## src/rtl/mem_arbiter.sv

```systemverilog
// mem_arbiter: shares one byte-serial memory engine between the IF (fetch) and MEM (load/store) clients.
//
// Ports
//   clk, rst                        clock (rising edge), asynchronous active-high reset
//   if_req/if_addr/if_len/if_flush  fetch request (read-only), byte count minus 1, cancel
//   if_done/if_rdata                fetch completion pulse and zero-extended read data
//   mem_req/mem_we/mem_addr/
//   mem_len/mem_wdata               load/store request
//   mem_done/mem_rdata              load/store completion pulse and zero-extended load data
//   eng_start/eng_we/eng_addr/
//   eng_len/eng_wdata               one-cycle engine start strobe and held command fields
//   eng_busy/eng_done/eng_rdata     engine status, completion pulse and read data
//
// Build option ARB_STARVE_GUARD_EN: adds the IF starvation guard (STARVE_LIMIT consecutive
// IF losses force an IF win); the STARVE_* parameters exist only in that build. Without
// it MEM has strict priority.
module mem_arbiter #(
    parameter int ADDR_WIDTH = 32
`ifdef ARB_STARVE_GUARD_EN
    , parameter int STARVE_LIMIT = 4,
    parameter int STARVE_CNT_W = 3
`endif
) (
    input  logic                  clk,
    input  logic                  rst,
    input  logic                  if_req,
    input  logic [ADDR_WIDTH-1:0] if_addr,
    input  logic [2:0]            if_len,
    input  logic                  if_flush,
    output logic                  if_done,
    output logic [31:0]           if_rdata,
    input  logic                  mem_req,
    input  logic                  mem_we,
    input  logic [ADDR_WIDTH-1:0] mem_addr,
    input  logic [2:0]            mem_len,
    input  logic [31:0]           mem_wdata,
    output logic                  mem_done,
    output logic [31:0]           mem_rdata,
    output logic                  eng_start,
    output logic                  eng_we,
    output logic [ADDR_WIDTH-1:0] eng_addr,
    output logic [2:0]            eng_len,
    output logic [31:0]           eng_wdata,
    input  logic                  eng_busy,
    input  logic                  eng_done,
    input  logic [31:0]           eng_rdata
);
    typedef enum logic [1:0] {S_IDLE, S_ISSUE, S_WAIT, S_RESP} state_t;
    state_t                state_q, state_d;
    logic                  own_if_q, own_if_d, own_mem_q, own_mem_d;
    logic                  flush_q, flush_d, we_q, we_d;
    logic [ADDR_WIDTH-1:0] addr_q, addr_d;
    logic [2:0]            len_q, len_d, sel_len;
    logic [31:0]           wdata_q, wdata_d, rdata_q, rdata_d;
    logic [31:0]           if_rdata_q, if_rdata_d, mem_rdata_q, mem_rdata_d;
    logic                  if_pend, grant, pick_if;
`ifdef ARB_STARVE_GUARD_EN
    localparam logic [STARVE_CNT_W-1:0] LIMIT = STARVE_CNT_W'(STARVE_LIMIT);
    logic [STARVE_CNT_W-1:0] starve_q, starve_d;
`endif
    always_comb begin
        if_pend = if_req & ~if_flush;
        grant   = (state_q == S_IDLE) & ~eng_busy & (mem_req | if_pend);
`ifdef ARB_STARVE_GUARD_EN
        pick_if  = if_pend & (~mem_req | (starve_q == LIMIT));
        starve_d = !grant ? starve_q : pick_if ? '0 :
                   (if_pend && starve_q != LIMIT) ? starve_q + 1'b1 : starve_q;
`else
        pick_if = ~mem_req;
`endif
        sel_len   = pick_if ? if_len : mem_len;
        state_d   = state_q;
        own_if_d  = own_if_q;
        own_mem_d = own_mem_q;
        we_d      = we_q;
        addr_d    = addr_q;
        len_d     = len_q;
        wdata_d   = wdata_q;
        rdata_d   = rdata_q;
        // A flush only matters while IF owns the engine; the transaction itself still completes.
        flush_d   = (state_q == S_IDLE) ? 1'b0 : flush_q | (own_if_q & if_flush);
        case (state_q)
            S_IDLE: if (grant) begin
                state_d   = S_ISSUE;
                own_if_d  = pick_if;
                own_mem_d = ~pick_if;
                we_d      = ~pick_if & mem_we;
                addr_d    = pick_if ? if_addr : mem_addr;
                len_d     = sel_len[2] ? 3'd3 : sel_len;
                wdata_d   = pick_if ? 32'd0 : mem_wdata;
            end
            S_ISSUE: state_d = S_WAIT;
            S_WAIT: if (eng_done) begin
                state_d = S_RESP;
                rdata_d = we_q ? 32'd0 : eng_rdata;
            end
            default: begin
                state_d   = S_IDLE;
                own_if_d  = 1'b0;
                own_mem_d = 1'b0;
            end
        endcase
        if_done     = (state_q == S_RESP) & own_if_q & ~flush_q & ~if_flush;
        mem_done    = (state_q == S_RESP) & own_mem_q;
        // Read data is presented with the done pulse and then held until the next delivery.
        if_rdata    = if_done ? rdata_q : if_rdata_q;
        mem_rdata   = mem_done ? rdata_q : mem_rdata_q;
        if_rdata_d  = if_rdata;
        mem_rdata_d = mem_rdata;
        eng_start   = (state_q == S_ISSUE);
        eng_we      = we_q;
        eng_addr    = addr_q;
        eng_len     = len_q;
        eng_wdata   = wdata_q;
    end
    always_ff @(posedge clk or posedge rst) begin
        if (rst) begin
            state_q     <= S_IDLE;
            own_if_q    <= 1'b0;
            own_mem_q   <= 1'b0;
            flush_q     <= 1'b0;
            we_q        <= 1'b0;
            addr_q      <= '0;
            len_q       <= '0;
            wdata_q     <= '0;
            rdata_q     <= '0;
            if_rdata_q  <= '0;
            mem_rdata_q <= '0;
`ifdef ARB_STARVE_GUARD_EN
            starve_q    <= '0;
`endif
        end else begin
            state_q     <= state_d;
            own_if_q    <= own_if_d;
            own_mem_q   <= own_mem_d;
            flush_q     <= flush_d;
            we_q        <= we_d;
            addr_q      <= addr_d;
            len_q       <= len_d;
            wdata_q     <= wdata_d;
            rdata_q     <= rdata_d;
            if_rdata_q  <= if_rdata_d;
            mem_rdata_q <= mem_rdata_d;
`ifdef ARB_STARVE_GUARD_EN
            starve_q    <= starve_d;
`endif
        end
    end
endmodule

```

## config.mk

```make
export PLATFORM = sky130hd
export DESIGN_NAME = mem_arbiter
export DESIGN_NICKNAME = d
export VERILOG_FILES = /design/src/rtl/mem_arbiter.sv
export SDC_FILE = /design/constraint.sdc
export NUM_CORES = 1
export LEC_CHECK = 0
export ABC_CLOCK_PERIOD_IN_PS = 5600
export BUFFER_PORTS_ARGS = -buffer_cell sky130_fd_sc_hd__buf_2
export CAP_MARGIN = 10
export CELL_PAD_IN_SITES_DETAIL_PLACEMENT = 1
export CELL_PAD_IN_SITES_GLOBAL_PLACEMENT = 2
export CORE_ASPECT_RATIO = 1.75
export CORE_MARGIN = 4
export CORE_UTILIZATION = 31
export CTS_CLUSTER_DIAMETER = 100
export CTS_CLUSTER_SIZE = 40
export DETAILED_ROUTE_END_ITERATION = 12
export HOLD_SLACK_MARGIN = 0.06
export PLACE_DENSITY = 0.82
export SLEW_MARGIN = 20
export SYNTH_ARGS = -nofsm -noshare
export SYNTH_HDL_FRONTEND = slang
export SYNTH_SLANG_ARGS = --single-unit
```

## constraint.sdc

```tcl
create_clock -name clk -period 5.6 [get_ports clk]
set_input_delay 0 -clock clk [delete_from_list [all_inputs] [get_ports clk]]
set_output_delay 0 -clock clk [all_outputs]
set_load 0.005 [all_outputs]
```

==> flow_metrics.env, run 1 <==
export IMPL_synth_seq_cells=168
export IMPL_synthTopCellsByArea="dfrtp_1 61%, mux2_2 21%, a22o_1 4.3%"
export IMPL_overflow=0
export IMPL_dr_total_vias=5497
export IMPL_synth_area_mm2=0.00689
export IMPL_power_density_mw_per_mm2=450
export IMPL_slew_headroom_pct=34.2
export IMPL_grt_total_usage_pct=18.5
export IMPL_fmax_mhz=401
export IMPL_clk_latency_ns=0.42
export IMPL_clock_skew_final_ns=0.0108
export IMPL_syn_avg_cell_area_um2=13.9
export IMPL_ys_flop_type="dfrtp_1"
export IMPL_cts_made_buffers=17
export IMPL_min_path_type="in -> reg"
export IMPL_synth_top_area_cell="dfrtp_1"
export IMPL_yosysUniqueCellTypes=25
export IMPL_tightestPinTransition_ns=0.986
export IMPL_status="completed"
export IMPL_start_util_pct=31.8
export IMPL_end_kind="output port"
export IMPL_critPathRequiredTime_ns=5.60
export IMPL_fin_util_pct=48.3
export IMPL_postRouteAntennaNets=0
export IMPL_drive_gt1_share_pct=48.9
export IMPL_synth_edf_count=0
export IMPL_io_buffers=275
export IMPL_syn_inst=496
export IMPL_ctsResizeCount=0
export IMPL_routed_wl_mm=22.5
export IMPL_cts_tree="done"
export IMPL_synth_most_common_cell="dfrtp_1"
export IMPL_p_leak_nw=5.27
export IMPL_grt_setup_unrepaired="no"
export IMPL_first_pass_iters=4
export IMPL_critPathKind="reg -> out"
export IMPL_antenna_found_initial=5
export IMPL_clk_path_buf_depth=2
export IMPL_area_delta_synth_final_pct=51.9
export IMPL_yosysWarnings=0
export IMPL_vias_per_cell=4.56
export IMPL_wl_per_cell_um=18.7
export IMPL_grt_pass1_vias=6401
export IMPL_cap_violations=0
export IMPL_clk_pin_slew_ns=0.06
export IMPL_drc=0
export IMPL_core_mm2=0.0217
export IMPL_synthTopCellsByCount="168 x dfrtp_1, 131 x mux2_2, 36 x nand2_1"
export IMPL_vdd_drop_max_mv=0.194
export IMPL_synth_top_area_share_pct=61.1
export IMPL_synth_fp_nets=643
export IMPL_ios=277
export IMPL_ys_seq_area_share_pct=61.1
export IMPL_cp_start_kind="register"
export IMPL_gp_congestion=0.794
export IMPL_report_final_slew_viol_count=0
export IMPL_drtIter0Drc=209
export IMPL_crit_path_max_fanout=33
export IMPL_dp_hpwl_mm=14.2
export IMPL_fin_crit_sh_pct=44.5
export IMPL_synthArstFlopShare_pct=100
export IMPL_dieHeight_um=205
export IMPL_die_area_mm2=0.0248
export IMPL_hold_violations=0
export IMPL_finalSetupViolations=0
export IMPL_placed_area_mm2=0.00850
export IMPL_fin_setup_tns_ns=0
export IMPL_h_tree_depth=4
export IMPL_nets=1046
export IMPL_clock_sinks=168
export IMPL_rrSetupSlack_ns=3.38
export IMPL_grt_pass1_wl_mm=35.1
export IMPL_cts_root_buf="clkbuf_16"
export IMPL_worst_r2r_cell_count=6
export IMPL_cp_arrival_ns=2.49
export IMPL_finalCriticalPeriod_ns=2.49
export IMPL_final_cell_area_mm2=0.0105
export IMPL_grt_max_degree=117
export IMPL_die_x_um=121
export IMPL_rows=71
export IMPL_min_path_cells=4
[critical path, cell delays in order (launching register included)]
cell and delay (ns):
dfrtp_1 0.41, ha_1 0.18, and4bb_2 0.89, mux2_2 0.43
buf_2 0.14
[metal layers]
layer	wire length (µm)	up-vias	part of all wire, %	GRT usage [%]
met5	7	-	0.031	0
met4	747	2	3.3	8.75
met3	909	39	4.0	4.34
met2	13100	171	58	35.7
met1	7770	2748	35	18.4
li1	-	2537	-	-
[repair_timing]
action	CTS	global route
buffers inserted	0	0
hold endpoints to repair	219	0
hold buffers	136	0
[placed cells by master (no fill, tap or decap), drive strengths merged, types with 2 or more instances in the layout]
| cell | count |
|---|---|
| a22o | 34 |
| nor2b | 2 |
| clkinv | 3 |
| mux2 | 131 |
| nand2b | 35 |
| nor2 | 3 |
| inv | 7 |
| dlygate4sd3 | 136 |
| o21ai | 34 |
| o32a | 2 |
| bufinv | 2 |
| ha | 5 |
| diode | 4 |
| buf | 279 |
| clkbuf | 23 |
| nand2 | 36 |
| dfrtp | 168 |
[where the power goes]
| part | internal [mW] | switching (mW) | leakage [nW] |
|---|---|---|---|
| Combinational | 0.843 | 0.701 | 2.83 |
| Clock | 0.699 | 0.475 | 0.285 |
| Sequential | 1.71 | 0.285 | 2.15 |
[logic make-up (layout without fill, tap and decap cells)]
| group | count (synthesis) | count (layout) | share of synthesized area (%) |
|---|---|---|---|
| multiplexers | 132 | 132 | 21.6 |
| flip-flops | 168 | 168 | 61.1 |
| other | 1 | 5 | 0.0545 |
| adder cells (fa/ha/maj) | 5 | 5 | 0.909 |
| AND/OR/NAND/NOR | 78 | 78 | 5.78 |
| buffers and inverters | 37 | 451 | 2.93 |
| AO/OA/AOI/OAI | 75 | 75 | 7.71 |
[registers in the layout, indices dropped and copies added (netlist names), 2 cells and up]
register,count
if_rdata_q,32
eng_wdata,32
mem_rdata_q,32
rdata_q,32
eng_len,2
state_q,2
eng_addr,32
[worst paths after layout]
path | start | endpoint
setup / recovery | state_q[1] | if_rdata[15]
hold / removal | if_req | own_if_q
setup reg to reg | state_q[0] | eng_addr[7]
hold reg to reg | if_rdata_q[31] | if_rdata_q[31]
max in group asynchronous | rst | mem_rdata_q[7]
min in group asynchronous | rst | eng_wdata[9]
[cell type report]
| cell class | instances | area (µm²) |
|---|---|---|
| clock inverter | 7 | 91.3 |
| timing repair buffer | 415 | 2770 |
| tap | 292 | 365 |
| fill | 2361 | 11200 |
| sequential | 168 | 4210 |
| multi-input combinational | 291 | 2500 |
| inverter | 6 | 30.0 |
| antenna | 4 | 10.0 |
| clock buffer | 23 | 488 |
[metrics by stage]
stage | hold slack [ns] | cells | setup WS [ns] | total power [mW]
after detailed placement | 0.222 | 1036 | 3.34 | 3.48
final | 0.111 | 1206 | 3.11 | 4.71
after global routing | 0.125 | 1206 | 2.93 | 5.03
after CTS | 0.0893 | 1202 | 3.03 | 4.76
after floorplan | 0.133 | 496 | 1.05 | 2.75
after global placement | 0.217 | 1036 | 3.39 | 3.42
Power figures use the tool's default switching activity.
==> inputs of run 2 (changes only) <==
--- a/config.mk
+++ b/config.mk
@@ -5,19 +5,20 @@
 export SDC_FILE = /design/constraint.sdc
 export NUM_CORES = 1
 export LEC_CHECK = 0
-export ABC_CLOCK_PERIOD_IN_PS = 5600
+export ABC_AREA = 1
+export ABC_CLOCK_PERIOD_IN_PS = 2400
 export BUFFER_PORTS_ARGS = -buffer_cell sky130_fd_sc_hd__buf_2
 export CAP_MARGIN = 10
 export CELL_PAD_IN_SITES_DETAIL_PLACEMENT = 1
 export CELL_PAD_IN_SITES_GLOBAL_PLACEMENT = 2
 export CORE_ASPECT_RATIO = 1.75
 export CORE_MARGIN = 4
-export CORE_UTILIZATION = 31
+export CORE_UTILIZATION = 27
 export CTS_CLUSTER_DIAMETER = 100
 export CTS_CLUSTER_SIZE = 40
 export DETAILED_ROUTE_END_ITERATION = 12
 export HOLD_SLACK_MARGIN = 0.06
-export PLACE_DENSITY = 0.82
+export PLACE_DENSITY = 0.81
 export SLEW_MARGIN = 20
 export SYNTH_ARGS = -nofsm -noshare
 export SYNTH_HDL_FRONTEND = slang
==> constraint.sdc (replaced) <==
create_clock -name clk -period 2.4 [get_ports clk]
set_input_delay 0 -clock clk [delete_from_list [all_inputs] [get_ports clk]]
set_output_delay 0 -clock clk [all_outputs]
set_load 0.005 [all_outputs]
==> flow_metrics.env, run 2 <==
export IMPL_yosysUniqueCellTypes=18
export IMPL_synthTopCellsByArea="dfrtp_1 61%, nand2_1 19%, o21ai_0 7.1%"
export IMPL_clk_latency_ns=0.44
export IMPL_ys_flop_type="dfrtp_1"
export IMPL_synthArstFlopShare_pct=100
export IMPL_finalCriticalPeriod_ns=2.20
export IMPL_cp_arrival_ns=2.20
export IMPL_reg2reg_to="eng_we"
export IMPL_synth_top_area_cell="dfrtp_1"
export IMPL_dieHeight_um=219
export IMPL_wl_per_cell_um=16.2
export IMPL_yosysWarnings=0
export IMPL_first_pass_iters=4
export IMPL_synth_top_family_by_area="simple AND/OR/NAND/NOR gates"
export IMPL_clock_sinks=168
export IMPL_finalSetupViolations=0
export IMPL_dp_hpwl_mm=16.9
export IMPL_min_to="eng_wdata[22]"
export IMPL_grt_total_usage_pct=17.9
export IMPL_antenna_found_initial=3
export IMPL_finalNonFillerCells=1520
export IMPL_rows=77
export IMPL_placed_cells=1353
export IMPL_critPathRequiredTime_ns=2.40
export IMPL_yosys_area_share_xor_xnor_pct=0
export IMPL_crit_buf_inv=2
export IMPL_dr_total_vias=6784
export IMPL_cpLargestDelayFamily="buffers and inverters"
export IMPL_clk_pin_slew_ns=0.06
export IMPL_synth_compound_area_share_pct=7.26
export IMPL_drive_gt1_share_pct=27.5
export IMPL_clock_skew_final_ns=0.00633
export IMPL_core_mm2=0.0252
export IMPL_max_stage_delay_ns=0.42
export IMPL_io_buffers=275
export IMPL_slew_headroom_pct=41.0
export IMPL_drc=0
export IMPL_cp_start_kind="register"
export IMPL_synth_adder_area_share_pct=0.907
export IMPL_synth_area_mm2=0.00690
export IMPL_rrSetupSlack_ns=0.58
export IMPL_status="completed"
export IMPL_post_cts_buffers=0
export IMPL_routed_wl_mm=24.6
export IMPL_vias_per_cell=4.46
export IMPL_critPathKind="reg -> out"
export IMPL_synth_top_area_share_pct=60.9
export IMPL_h_tree_depth=4
export IMPL_report_final_slew_viol_count=0
export IMPL_clk_path_buf_depth=2
export IMPL_cts_tree="done"
export IMPL_start_util_pct=27.3
export IMPL_syn_avg_cell_area_um2=8.70
export IMPL_synth_simple_area_share_pct=24.7
export IMPL_tightestPinTransition_ns=0.883
export IMPL_overflow=0
export IMPL_postRouteAntennaNets=0
export IMPL_grt_max_degree=68
export IMPL_fin_crit_sh_pct=91.6
export IMPL_vdd_drop_max_mv=0.525
export IMPL_path_cells="ha_1 -> nand3_4 -> buf_12 -> o21ai_0 -> buf_2"
export IMPL_p_leak_nw=5.78
export IMPL_synth_fp_nets=940
export IMPL_hp_start="mem_req"
export IMPL_fin_util_pct=42.1
export IMPL_synth_mux_area_fraction_pct=0
export IMPL_final_common_cell="nand2_1"
export IMPL_end_kind="output port"
export IMPL_synth_seq_cells=168
export IMPL_min_path_cells=4
export IMPL_nets=1339
export IMPL_critPathSlowestCell="dfrtp_1"
export IMPL_synth_edf_count=0
export IMPL_gp_congestion=0.764
export IMPL_syn_inst=793
export IMPL_cap_violations=0
export IMPL_synthTopCellsByCount="346 x nand2_1, 168 x dfrtp_1, 98 x o21ai_0"
export IMPL_power_density_mw_per_mm2=1090
export IMPL_fmax_mhz=455
export IMPL_die_area_mm2=0.0283
export IMPL_r2r_start="state_q[0]"
export IMPL_min_path_type="in -> reg"
export IMPL_grt_pass1_vias=7476
export IMPL_grt_setup_unrepaired="no"
export IMPL_hold_violations=0
export IMPL_cts_root_buf="clkbuf_16"
export IMPL_fin_setup_tns_ns=0
export IMPL_drtIter0Drc=208
export IMPL_nFillCells=3028
export IMPL_cts_made_buffers=17
export IMPL_ios=277
export IMPL_layout_common_cells="345 x nand2_1, 275 x buf_2, 168 x dfrtp_1, 136 x dlygate4sd3_1, 98 x o21ai_0"
export IMPL_die_x_um=129
export IMPL_crit_path_max_fanout=46
export IMPL_grt_pass1_wl_mm=39.3
export IMPL_ys_seq_area_share_pct=60.9
export IMPL_synth_most_common_cell="nand2_1"
export IMPL_area_delta_synth_final_pct=54.1
export IMPL_worst_r2r_cell_count=7
## run 2: area by class of cell
| cell class | instances | area [µm²] | area share (%) |
|---|---|---|---|
| diodes | 2 | 5.00 | 0.0471 |
| flip-flops and latches | 168 | 4200 | 39.5 |
| inverters | 46 | 176 | 1.66 |
| multi-input cells | 531 | 2290 | 21.5 |
| well taps | 316 | 395 | 3.72 |
| clock inverters | 9 | 175 | 1.65 |
| repair buffers | 428 | 2940 | 27.7 |
| clock buffers | 20 | 447 | 4.20 |
## run 2: power breakdown
part / internal [mW] / switching, mW / leakage (nW) / total [mW]
sequential: 4.08 / 0.495 / 2.16 / 4.58
clock: 1.85 / 1.11 / 0.298 / 2.96
combinational: 1.64 / 2.36 / 3.32 / 4.00
total: 7.57 / 3.96 / 5.78 / 11.5
## run 2: worst max-delay path by stage
stage / end / depth (start not counted) / slack (ns) / startpoint
floorplan: eng_addr[0] / 1 / 0.26 / rst
global placement: eng_we / 7 / 0.61 / state_q[0]
detailed placement: if_rdata[18] / 5 / 0.47 / state_q[0]
CTS: mem_rdata[30] / 6 / 0.06 / state_q[0]
global route: if_rdata[27] / 5 / 0.02 / state_q[1]
finish: if_rdata[18] / 5 / 0.20 / state_q[0]
## run 2: worst min-delay path, delay by kind of cell
family / cells / cell delay, ns
buffers and inverters: 2 / 0.35
and+or+nand+nor: 2 / 0.18
## run 2: per-stage QoR
step | worst slack (ns) | hold WS (ns) | cell area [µm²] | total power, mW
after floorplan | 0.259 | 0.145 | 6900 | 6.49
after global placement | 0.607 | 0.232 | 8630 | 8.33
after detailed placement | 0.472 | 0.232 | 8630 | 8.48
after CTS | 0.0641 | 0.109 | 10600 | 11.7
after global routing | 0.0159 | 0.141 | 10600 | 12.4
final | 0.202 | 0.135 | 10600 | 11.5
## run 2: layer usage
layer  part of all wire (%)  wire (µm)  vias to the layer above  global-route usage, %
li1                       -          -                     3286                      -
met1                     36       8820                     3245                   18.4
met2                     55      13500                      196                   32.8
met3                    5.1       1260                       55                   4.92
met4                    4.2       1030                        2                   8.93
met5                  0.053         13                        -                      0
## run 2: repair_timing
action,in CTS,in global routing
endpoints found under the setup margin,1,5
hold buffers,136,0
gates resized for setup,1,1
gates cloned,0,0
hold endpoints to repair,130,0
## run 2: cells by family after synthesis
logic type,after synthesis
DFF,168
AOI/OAI and AO/OA,100
buffers and inverters,94
and+or+nand+nor,425
other,1
adders and majority gates,5
